==> config.mk <==
export PLATFORM = sky130hd
export DESIGN_NAME = clock_div_prog
export DESIGN_NICKNAME = d
export VERILOG_FILES = /design/src/rtl/clock_div_prog.sv
export SDC_FILE = /design/constraint.sdc
export NUM_CORES = 1
export LEC_CHECK = 0
export ABC_AREA = 1
export CAP_MARGIN = 20
export CORE_MARGIN = 3
export CORE_UTILIZATION = 44
export CTS_CLUSTER_DIAMETER = 80
export CTS_CLUSTER_SIZE = 10
export DETAILED_ROUTE_END_ITERATION = 10
export PLACE_DENSITY = 0.7
export SYNTH_ARGS = -nofsm -noshare
export SYNTH_HDL_FRONTEND = slang
export SYNTH_SLANG_ARGS = --single-unit
==> constraint.sdc <==
create_clock -name clk_in -period 3.56 [get_ports clk_in]
set_input_delay 0.89 -clock clk_in [delete_from_list [all_inputs] [get_ports clk_in]]
set_output_delay 0.89 -clock clk_in [all_outputs]
set_load 0.05 [all_outputs]
==> src/rtl/clock_div_prog.sv <==
// clock_div_prog: runtime-programmable clock divider.
// Produces a registered near-50%-duty divided clock (clk_out) and a one-cycle
// period strobe (tick) from clk_in. Start/stop is glitch-free: a stop request
// lets the current period finish before going idle. Divisor reloads take
// effect on period boundaries, or one cycle after capture when idle.
//
// Optional feature macro: CLOCK_DIV_SYNC_EN
//   defined   -> adds input 'sync' which forces a new period while running.
//   undefined -> no sync port; periods are aligned only by the en start.
module clock_div_prog #(
  parameter int WIDTH       = 16,
  parameter int DEFAULT_DIV = 4
) (
  input  logic             clk_in,
  input  logic             rst_n,
  input  logic             en,
  input  logic [WIDTH-1:0] div_val,
  input  logic             div_load,
`ifdef CLOCK_DIV_SYNC_EN
  input  logic             sync,
`endif
  output logic             div_ack,
  output logic             clk_out,
  output logic             tick,
  output logic             running,
  output logic [WIDTH-1:0] cur_div
);

  localparam logic [WIDTH-1:0] MIN_DIV   = WIDTH'(2);
  localparam logic [WIDTH-1:0] RESET_DIV = WIDTH'(DEFAULT_DIV);

  typedef enum logic [1:0] {
    ST_IDLE  = 2'd0,
    ST_RUN   = 2'd1,
    ST_DRAIN = 2'd2
  } state_t;

  state_t           state_q,    state_d;
  logic [WIDTH-1:0] cnt_q,      cnt_d;
  logic [WIDTH-1:0] cur_div_q,  cur_div_d;
  logic [WIDTH-1:0] pend_q,     pend_d;
  logic             pend_vld_q, pend_vld_d;
  logic             clk_out_q,  clk_out_d;
  logic             tick_q,     tick_d;
  logic             div_ack_q,  div_ack_d;
  logic             running_q,  running_d;

  // Combinational helpers
  logic [WIDTH-1:0] div_clamped;
  logic [WIDTH-1:0] n_next;
  logic [WIDTH-1:0] high_len;
  logic             wrap;
  logic             sync_hit;
  logic             apply;
  logic             start;

  // Divisors below 2 cannot produce a clock, so they are promoted to 2.
  assign div_clamped = (div_val < MIN_DIV) ? MIN_DIV : div_val;

  // Boundary edge: the counter sits on the last cycle of the current period.
  assign wrap = (cnt_q == (cur_div_q - 1'b1));

`ifdef CLOCK_DIV_SYNC_EN
  // A sync request only matters while periods are being generated.
  assign sync_hit = sync && (state_q != ST_IDLE);
`else
  assign sync_hit = 1'b0;
`endif

  // High phase length is ceil(N/2); computed without needing an extra bit.
  assign high_len = {1'b0, n_next[WIDTH-1:1]} + {{(WIDTH-1){1'b0}}, n_next[0]};

  // Next-state, counter, divisor-apply and registered-output computation.
  always_comb begin
    state_d    = state_q;
    cnt_d      = cnt_q;
    cur_div_d  = cur_div_q;
    pend_d     = pend_q;
    pend_vld_d = pend_vld_q;
    clk_out_d  = 1'b0;
    tick_d     = 1'b0;
    div_ack_d  = 1'b0;
    running_d  = 1'b0;
    apply      = 1'b0;
    start      = 1'b0;
    n_next     = cur_div_q;

    case (state_q)
      ST_IDLE: begin
        // No period is in flight, so a pending divisor can land immediately.
        apply = pend_vld_q;
        if (en) begin
          state_d = ST_RUN;
          start   = 1'b1;
        end
      end
      ST_RUN, ST_DRAIN: begin
        if (wrap || sync_hit) begin
          apply = pend_vld_q;
          start = 1'b1;
        end else begin
          cnt_d = cnt_q + 1'b1;
        end
        state_d = en ? ST_RUN : ST_DRAIN;
        // A draining divider stops exactly at its boundary; a sync on the
        // same edge wins and the drain then completes on the new period.
        if ((state_q == ST_DRAIN) && !en && wrap && !sync_hit) begin
          state_d = ST_IDLE;
          start   = 1'b0;
        end
      end
      default: begin
        state_d = ST_IDLE;
      end
    endcase

    if (apply) begin
      cur_div_d  = pend_q;
      n_next     = pend_q;
      div_ack_d  = 1'b1;
      pend_vld_d = 1'b0;
    end

    if (start) begin
      cnt_d = '0;
    end

    if (state_d == ST_IDLE) begin
      cnt_d = '0;
    end else begin
      running_d = 1'b1;
      clk_out_d = (cnt_d < high_len);
      tick_d    = start;
    end

    // A new capture always overrides; if it coincides with an apply, the
    // old pending value lands now and the new one waits for the next chance.
    if (div_load) begin
      pend_d     = div_clamped;
      pend_vld_d = 1'b1;
    end
  end

  // State and output registers with synchronous active-low reset.
  always_ff @(posedge clk_in) begin
    if (!rst_n) begin
      state_q    <= ST_IDLE;
      cnt_q      <= '0;
      cur_div_q  <= RESET_DIV;
      pend_q     <= '0;
      pend_vld_q <= 1'b0;
      clk_out_q  <= 1'b0;
      tick_q     <= 1'b0;
      div_ack_q  <= 1'b0;
      running_q  <= 1'b0;
    end else begin
      state_q    <= state_d;
      cnt_q      <= cnt_d;
      cur_div_q  <= cur_div_d;
      pend_q     <= pend_d;
      pend_vld_q <= pend_vld_d;
      clk_out_q  <= clk_out_d;
      tick_q     <= tick_d;
      div_ack_q  <= div_ack_d;
      running_q  <= running_d;
    end
  end

  assign clk_out = clk_out_q;
  assign tick    = tick_q;
  assign div_ack = div_ack_q;
  assign running = running_q;
  assign cur_div = cur_div_q;

endmodule

# After elaboration in Yosys (flattened, before gate mapping)
# Cells that the tools add are included.
[classes] n_bitwise=1 muxes=19 n_addsub=3 eq_ne=3 order_cmp=2 n_reduce_logical=8
[ops] cell="two-way mux 16 bit" n=5
[ops] cell="adder 15 x 1 -> 16 bit" n=1
[ops] cell="adder 16 x 1 -> 16 bit (second input constant)" n=1
[ops] cell="== test 16 bit" n=1
[ops] cell="less-than comparator 16 bit" n=1
[ops] cell="less-than comparator 16 x 2 -> 1 bit (second input constant)" n=1
[ops] cell="subtractor 16 x 1 -> 16 bit (second input constant)" n=1
[ops] cell="two-way mux 1 bit" n=8
[ops] cell="two-way mux 2 bit" n=3
[ops] cell="zero test 2 bit" n=2
[ops] cell="case mux 1 bit (2 select lines)" n=2
[ops] cell="case mux 2 bit (2 select lines)" n=1
[ops] cell="OR reduction 2 bit" n=2
[ops] cell="== test 2 x 1 -> 1 bit (second input constant)" n=1
[ops] cell="== test 2 bit (second input constant)" n=1
[ops] cell="logical AND 1 bit" n=2
[ops] cell="nonzero test 2 bit" n=1
[ops] cell="zero test 1 bit" n=1
[ops] cell="inverter 1 bit" n=1
[totals] out_inout_bits=20 regBits=55

# Logic depth before layout (Yosys ltp)
[logic_depth] word_depth=7 depth_mapped=31 ltp_nobuf=30

# Worst setup path after synthesis
# Ideal clock, no wire load.
[synth_path] path_type="register to register" start="register cur_div_q[0], in the netlist cur_div[0]" end="register clk_out_q, in the netlist clk_out" period_less_slack_ns=4.244 setup_slack_ns=-0.684 stages_incl_launch_ff=27 n_path_buf=1 t_arrival_ns=4.174 setup_ns=0.070 path_cell_list="dfxtp_1 inv_2 ha_1 nand2_1 nor2_1 nand3_1 nand2_1 nand2_1 nand2_1 nor3_2 nand3_2 o21ai_4 nand2_4 clkbuf_1 o21ai_0 ha_1 ha_1 nand2_1 nor2_1 nand3_1 xor2_1 ha_1 a21oi_1 nor2_1 a211oi_1 o211ai_1 a21oi_1"
[synth_via] elab_chain_len=7 word_cells_on_any_way=18
[synth_lines] item="start, declared" line_no="40" rtl="logic [WIDTH-1:0] cur_div_q, cur_div_d;"
[synth_lines] item="start signal, assigned" line_no="159" rtl="cur_div_q <= cur_div_d;"
[synth_lines] item="subtractor 16 x 1 -> 16 bit" line_no="61" rtl="assign wrap = (cnt_q == (cur_div_q - 1'b1));"
[synth_lines] item="== test 16 bit" line_no="61"
[synth_lines] item="two-way mux 1 bit / logical AND 1 bit (equally long branches)" line_no="98, 107"
[synth_lines] item="case mux 1 bit (2 select lines) (tied with other cells)" line_no="88" rtl="case (state_q)"
[synth_lines] item="two-way mux 16 bit (tied with other cells)"
[synth_lines] item="adder 15 x 1 -> 16 bit (tied with other cells)" line_no="71" rtl="assign high_len = {1'b0, n_next[WIDTH-1:1]} + {{(WIDTH-1){1'b0}}, n_next[0]};"
[synth_lines] item="less-than comparator 16 bit / OR reduction 2 bit (equally long branches)"
[synth_lines] item="end signal, assigned" line_no="162" rtl="clk_out_q <= clk_out_d;"
[synth_lines] item="end, declared" line_no="43" rtl="logic clk_out_q, clk_out_d;"
# Parallel ways exist; a longest one is shown, timed or not.
# A chain may end at the register's enable or synchronous reset.

# Worst setup path in the final report
[layout_path] start="register cur_div_q[4], in the netlist cur_div[4]" end="register clk_out_q, in the netlist clk_out"
# Same word-level chain as after synthesis.

==> out/summary.log <==
[status] result of the run complete, but fails checks
[status] failing checks setup timing
[timing] final worst path period need 3.653 ns
[clock_tree] clock latency on the worst-skew pair 0.30 ns
[setup_path] maximum single-stage delay on the critical path 0.39 ns
[clock_tree] total number of H-tree levels 2
[layout] number of nets in the layout 723
[setup_path] kind of end point of the critical path flop
[setup_path] critical-path maximum fanout 19
[clock_tree] number of clock buffers inserted by TritonCTS 5
[min_path] hold depth 2
[place] count of placed standard cells including taps 776
[global_routing] initial antenna violation count 0
[timing] worst-case headroom to the max-slew limit 54.70%
[global_routing] first-pass GRT wire length 17.73 mm
[setup_path] minimum setup slack among reg-to-reg paths -0.09 ns
[setup_path] data arrival time of the worst path 3.90 ns
[timing] final setup violating endpoints 1
[global_routing] total track usage 22.18%
[logic_synthesis] total standard cell area after synthesis 3844 um2
[setup_path] Startpoint Class flop
[timing] share of the clock period used by the worst path 102.6%
[pwr] power density relative to cell area 346.0 nW/um2
[pwr] cell leakage power 0.002300 uW
[global_routing] total gr overflow 0
[global_routing] pin count of the biggest net entering global routing 26
[setup_path] critical path type reg -> reg
[drt] DRT Pass-1 Iters 5
[drt] residual antenna-violating net count after detailed routing 0
[min_path] startpoint of the tightest hold check path pend_q[2]
[logic_synthesis] cells after synthesis 595
[setup_path] cell type with the highest occurrence count on the critical path sky130_fd_sc_hd__nand2_1
[setup_path] R2R cell count 28
[floorplan] Die ar. 9893 um2
[place] # port buffers 39
[clock_tree] buffer levels on the longest clock path 2
[logic_synthesis] share of synthesized area occupied by flip-flops and latches 28.65%
[logic_synthesis] flip-flop and latch count after synthesis 55
[timing] slew of the pin with the lowest slew margin 0.6624 ns
[global_routing] number of global-route vias before repair 3784
[timing] RSZ-0062 raised after global routing yes
[clock_tree] CTS root buffer sky130_fd_sc_hd__clkbuf_8
[setup_path] CP Data Required Time 3.81 ns
[logic_synthesis] cell type contributing the most total cell area after synthesis sky130_fd_sc_hd__dfxtp_1
[timing] aggregate negative setup slack -0.09299 ns
[drt] total vias in the final route 3990
[logic_synthesis] nets in the synthesized netlist 637
[floorplan] number of standard-cell rows in the floorplan 33
[timing] Setup WS post-layout -0.09299 ns
[floorplan] starting density of the core 46.08%
[floorplan] Horiz. Die Dim 99.47 um
[setup_path] worst flop-to-flop path endpoint clk_out
[layout] fraction of layout cells with a size suffix above 1 20.74%
[timing] final clock skew 0.008000 ns
[logic_synthesis] Yosys top cell area share 28.65%
[logic_synthesis] average footprint of a synthesized cell 6.460 um2
[layout] number of cells in the finished layout apart from fillers 785
[drt] Routed WL per cell 13.48 um
[timing] Final Hold Vio Count 0
[clock_tree] clock transition time at the flip-flop clock pins of the worst setup and hold paths 0.09 ns
[setup_path] slowest CP cell sky130_fd_sc_hd__dfxtp_4
[floorplan] I/O Pins 40
[logic_synthesis] cell types occupying the most area after synthesis sky130_fd_sc_hd__dfxtp_1 29%, sky130_fd_sc_hd__nand2_1 14%, sky130_fd_sc_hd__inv_1 8.5%, sky130_fd_sc_hd__nor2_1 8.4%, sky130_fd_sc_hd__ha_1 7.2%
[drt] DRC viols 0
[place] half-perimeter wire length after detailed placement 8.622 mm
[clock_tree] TritonCTS clock tree built
[setup_path] Worst R2R Start cur_div[4]
[flow_run] max-capacitance violation count 0
[min_path] Min-Delay Path Class reg -> reg
[place] Placer Congestion 0.8776
[timing] Max Transition Viols Final 0
[layout] number of antenna diodes 0
[drt] routed via count divided by cell count 5.083
[layout] relative area change from synthesis to final layout 31.35%
[drt] routed wire length 10.58 mm
[clock_tree] Sinks on Clock Net 55
[pwr] peak supply drop 0.2237 mV
[logic_synthesis] Distinct cells, synth 41
[floorplan] core box area 8341 um2
[timing] max frequency 0.2737 GHz
[drt] DR iter-0 viols 181
[logic_synthesis] number of warnings reported in the yosys synthesis log 0
[min_path] Min-Delay Endpoint pend_q[2]
[floorplan] height of the chip 99.47 um
sequential cells by signal, summed over array words and instances, names as in the netlist:
signal,cells
clk_out,1
cnt_q,16
cur_div,16
div_ack,1
pend_q,16
pend_vld_q,1
running,1
state_q,2
tick,1
synth_stat cells (all sizes together):
cell and n:
or2 1, xor2 13, nor3 25, xnor2 7, ha 22, a211oi 7
dfxtp 55, o21bai 2, nor4 12, nand2 149, clkbuf 8, nand3 37
o221ai 1, nand3b 3, and2 1, o211ai 1, inv 91, o21ai 26
nor3b 1, a221oi 1, a31oi 1, o21a 2, a2111oi 1, nor2 97
buf 3, a21oi 14, nand4 14
final cells by class:
cell class | instances | area [um2]
well taps | 105 | 131.4
multi-input cells | 438 | 2579
clock buffers | 6 | 72.57
fillers | 788 | 3292
flip-flops and latches | 55 | 1130
repair buffers | 90 | 789.5
inverters | 91 | 346.6
kinds of logic after synthesis:
logic type      synth area share, %
compound gates                9.375
xor+xnor                      4.557
fa+ha+maj                     7.161
flops                         28.65
buf+inv                       10.19
simple gates                  40.07
layer usage:
metal  vias up  wire (um)  GRT usage [%]
met1      1819       5098          30.44
met2        77       4950          36.93
met4         0        199          5.987
met3        14        330          2.595
met5         -          0              0
li1       2080          -              -
worst max path at each step:
| stage | slack (ns) | end | startpoint |
|---|---|---|---|
| floorplan | -0.14 | clk_out | cur_div[0] |
| global placement | -0.17 | clk_out | cur_div[2] |
| detailed placement | -0.22 | clk_out | cur_div[0] |
| CTS | -0.07 | clk_out | cur_div[0] |
| global route | -0.40 | clk_out | cur_div[4] |
| finish | -0.09 | clk_out | cur_div[4] |
repair_timing:
action,in CTS,in global routing
pin swaps,10,20
setup buffers,0,3
hold buffers,0,0
setup endpoints to repair,1,1
gates resized for setup,16,33
layout by cell type (no fill, tap or decap), types with 2 or more instances in the layout:
cell                              instances
sky130_fd_sc_hd__dfxtp_4                  4
sky130_fd_sc_hd__ha_4                     5
sky130_fd_sc_hd__nand4_1                 13
sky130_fd_sc_hd__clkbuf_8                 5
sky130_fd_sc_hd__nand2_4                  4
sky130_fd_sc_hd__nor2_1                  80
sky130_fd_sc_hd__nor2_2                   8
sky130_fd_sc_hd__nor2_4                   8
sky130_fd_sc_hd__nor3_1                  19
sky130_fd_sc_hd__nand3_2                  3
sky130_fd_sc_hd__o21ai_0                 19
sky130_fd_sc_hd__nor4_1                  12
sky130_fd_sc_hd__xor2_1                  13
sky130_fd_sc_hd__o21ai_2                  2
sky130_fd_sc_hd__a211oi_1                 7
sky130_fd_sc_hd__nor3_2                   5
sky130_fd_sc_hd__dfxtp_2                 11
sky130_fd_sc_hd__nand2_1                130
sky130_fd_sc_hd__o21a_1                   2
sky130_fd_sc_hd__inv_1                   83
sky130_fd_sc_hd__xnor2_1                  7
sky130_fd_sc_hd__a21oi_2                  2
sky130_fd_sc_hd__inv_2                    7
sky130_fd_sc_hd__buf_4                   49
sky130_fd_sc_hd__a21oi_1                 12
sky130_fd_sc_hd__nand3b_1                 3
sky130_fd_sc_hd__o21ai_4                  5
sky130_fd_sc_hd__clkdlybuf4s50_1         39
sky130_fd_sc_hd__nand2_2                 15
sky130_fd_sc_hd__dfxtp_1                 40
sky130_fd_sc_hd__o21bai_1                 2
sky130_fd_sc_hd__ha_1                    17
sky130_fd_sc_hd__nand3_1                 34
worst max-delay path: cells and delay by family (launching register included):
| family | cells | cell delay (ns) |
|---|---|---|
| adder cells (fa/ha/maj) | 1 | 0.30 |
| flip-flops | 1 | 0.39 |
| AND/OR/NAND/NOR | 16 | 1.40 |
| XOR/XNOR | 1 | 0.14 |
| AO/OA/AOI/OAI | 5 | 0.80 |
| buffers and inverters | 5 | 0.59 |
where the power goes:
| part | internal, uW | switching, uW | leakage (uW) |
|---|---|---|---|
| combinational | 283 | 447 | 0.00180 |
| clock | 132 | 192 | 0.0000371 |
| sequential | 657 | 35.9 | 0.000458 |
stage by stage:
step | hold slack, ns | utilization (%) | worst slack (ns) | instance area, um2 | total power [uW]
after floorplan | 0.4338 | - | -0.1352 | 3935 | 1146
after CTS | 0.4686 | 58.66 | -0.07451 | 4892 | 1726
after global placement | 0.4454 | 57.19 | -0.1709 | 4770 | 1376
final | 0.4653 | 60.53 | -0.09299 | 5049 | 1747
after global routing | 0.4965 | 60.53 | -0.3987 | 5049 | 1870
after detailed placement | 0.4553 | 57.19 | -0.2174 | 4770 | 1387
Power figures use the tool's default switching activity.
==> RTL edit (same settings) <==
Reset style: asynchronous (`rst_n`), changed in one clocked block. Comments in the files are not updated.
--- a/src/rtl/clock_div_prog.sv
+++ b/src/rtl/clock_div_prog.sv
@@ -144,3 +144,3 @@
   // State and output registers with synchronous active-low reset.
-  always_ff @(posedge clk_in) begin
+  always_ff @(posedge clk_in or negedge rst_n) begin
     if (!rst_n) begin
Behaviour: differs if rst_n is asserted again (counterexample within 4 cycles, from zero or initial values and one cycle with rst_n low); with rst_n held inactive, the same outputs for 10 cycles.
==> RTL edit against the original RTL <==
- the flow still finishes with violations (setup timing)
- cell count up 14%
- sequential cell count did not move
- wire length up 14%
- final area grew 21%
- die area increased by 11%
- area after synthesis rose by 12%
- worst setup slack lost 0.24 ns
- critical endpoint is now clk_out
Power is not compared: it rests on default switching activity, and its combinational part moved more than twofold at a synthesized area within 25%.
==> RTL edit: results (changes against the original RTL) <==
- Top cells by area, synth: dfrtp_1 (31%), nand2_1 (15%), inv_1 (7.2%), ha_1 (6.4%), nor2_1 (5.7%) (was dfxtp_1 (29%), nand2_1 (14%), inv_1 (8.5%), nor2_1 (8.4%), ha_1 (7.2%))
- Warnings from Yosys: 0 (unchanged)
- IO Port Bufs: 39 (unchanged)
- WL/cell: 13.5 µm (about the same)
- First-pass GRT wire length: 19.3 mm (was 17.7 mm)
- Clock Root Buffer: clkbuf_8 (unchanged)
- CP max stage cell: dfrtp_2 (was dfxtp_4)
- Post-DP HPWL: 9.71 mm (was 8.62 mm)
- Initial antenna violation count: 0 (unchanged)
- Post-synthesis sequential area ratio: 32.0% (was 28.6%)
- Async S/R FF share, synth: 100% (was 0%)
- GR Util met2: 38.2% (was 36.9%)
- Detailed Routing Iterations Pass 1: 5 (unchanged)
- PnR worst setup slack: -0.329 ns (was -0.0930 ns)
- Clock Power Share: 7.7%
- M3 GR Usage: 3.03% (was 2.59%)
- Post-synth top cells: nand2_1 (169), inv_1 (83), nor2_1 (66) (was nand2_1 (146), inv_1 (87), nor2_1 (86))
- Combinational share of power: 74.7%
- Clk_lat worst skew: 0.31 ns
- WL met3: 519 µm (was 330 µm)
- Worst path max stage delay: 0.45 ns (was 0.39 ns)
- HP Class: reg -> reg (unchanged)
- Worst Skew: 0.00858 ns (was 0.00800 ns)
- CP max FO: 6 (was 19)
- Final Wtd Congestion: 0.951 (was 0.878)
- Total Neg Setup Slack: -0.329 ns (was -0.0930 ns)
- Final net count: 805 (was 723)
- Failing checks: setup timing (unchanged)
- Layout cells sized above 1: 28.9% (was 20.7%)
- Crit path DAT: 4.14 ns (was 3.90 ns)
- Post-Syn Nets: 648 (was 637)
- Bufs on Longest Clock Path: 2 (unchanged)
- Top sig layer: met4 (unchanged)
- GRT Overall Usage: 21.6% (was 22.2%)
- Top FF cell, synth: dfrtp_1 (was dfxtp_1)
- Outcome: finished, violations left (unchanged)
- Reg clk slew, reported paths: 0.10 ns
- Slew headroom: 65.4% (was 54.7%)
- Static Leak: 2.97 nW
- Clock buffer count from CTS: 5 (unchanged)
- Layout filler cell count: 835 (was 788)
- Vias in the first global route: 4129 (was 3784)
- GR Util met1: 28.3% (was 30.4%)
- Netlist cell types: 36 (was 41)
- Met2 wire length: 6.05 mm (was 4.95 mm)
- 1st-iter DRT viols: 172 (was 181)
- Met1 wire length: 5.33 mm (was 5.10 mm)
- # setup viols final: 1 (unchanged)
- Largest net degree at the start of global routing: 34 (was 26)
- Int Pwr: 2.87 mW
- Vias/cell: 4.90 (was 5.08)
[RTL edit: repair_timing]
action | in CTS | in global routing
hold buffers | 0 | 0
endpoints found under the setup margin | 1 | 1
pin swaps | 6 | 10
gates cloned | 0 | 1
setup buffers | 1 | 8
gates resized for setup | 11 | 27
[RTL edit: worst max-delay path: cells and delay by family, from the launching register on]
| kind | cells | cell delay (ns) |
|---|---|---|
| adders and majority gates | 3 | 0.64 |
| DFF | 1 | 0.45 |
| and+or+nand+nor | 15 | 1.51 |
| AOI/OAI and AO/OA | 4 | 0.70 |
| buffers and inverters | 6 | 0.52 |
[RTL edit: logic make-up after synthesis]
group	share of synthesized area, %
xor+xnor	5.69
compound gates	9.76
fa+ha+maj	6.39
simple gates	37.3
buf+inv	8.86
flops	32.0
[RTL edit: through the flow]
stage,worst slack (ns),power (mW),std cells,cell area [µm²],hold WS (ns)
CTS,-0.318,5.35,884,5860,0.487
finish,-0.329,5.63,893,6090,0.482
global placement,-0.374,4.75,875,5690,0.457
floorplan,-0.228,3.23,606,4360,0.437
global route,-0.569,6.06,893,6090,0.520
detailed placement,-0.510,4.82,875,5690,0.464
[RTL edit: worst paths after layout]
path                       startpoint  cells past startpoint  slack (ns)          to
max                        cur_div[1]                     28       -0.33     clk_out
min                        pend_q[15]                      2        0.48  pend_q[15]
max reg2reg                cur_div[1]                     28       -0.33     clk_out
min reg2reg                pend_q[15]                      2        0.48  pend_q[15]
max in group asynchronous       rst_n                      2        2.16  cur_div[2]
min in group asynchronous       rst_n                      1        0.54   cnt_q[11]
[RTL edit: cell type report]
cell class	instances	share of cell area [%]
sequential	55	22.9
tap	129	2.65
clock inverter	2	0.575
timing repair buffer	160	22.2
multi-input combinational	455	45.0
inverter	86	5.38
clock buffer	6	1.35
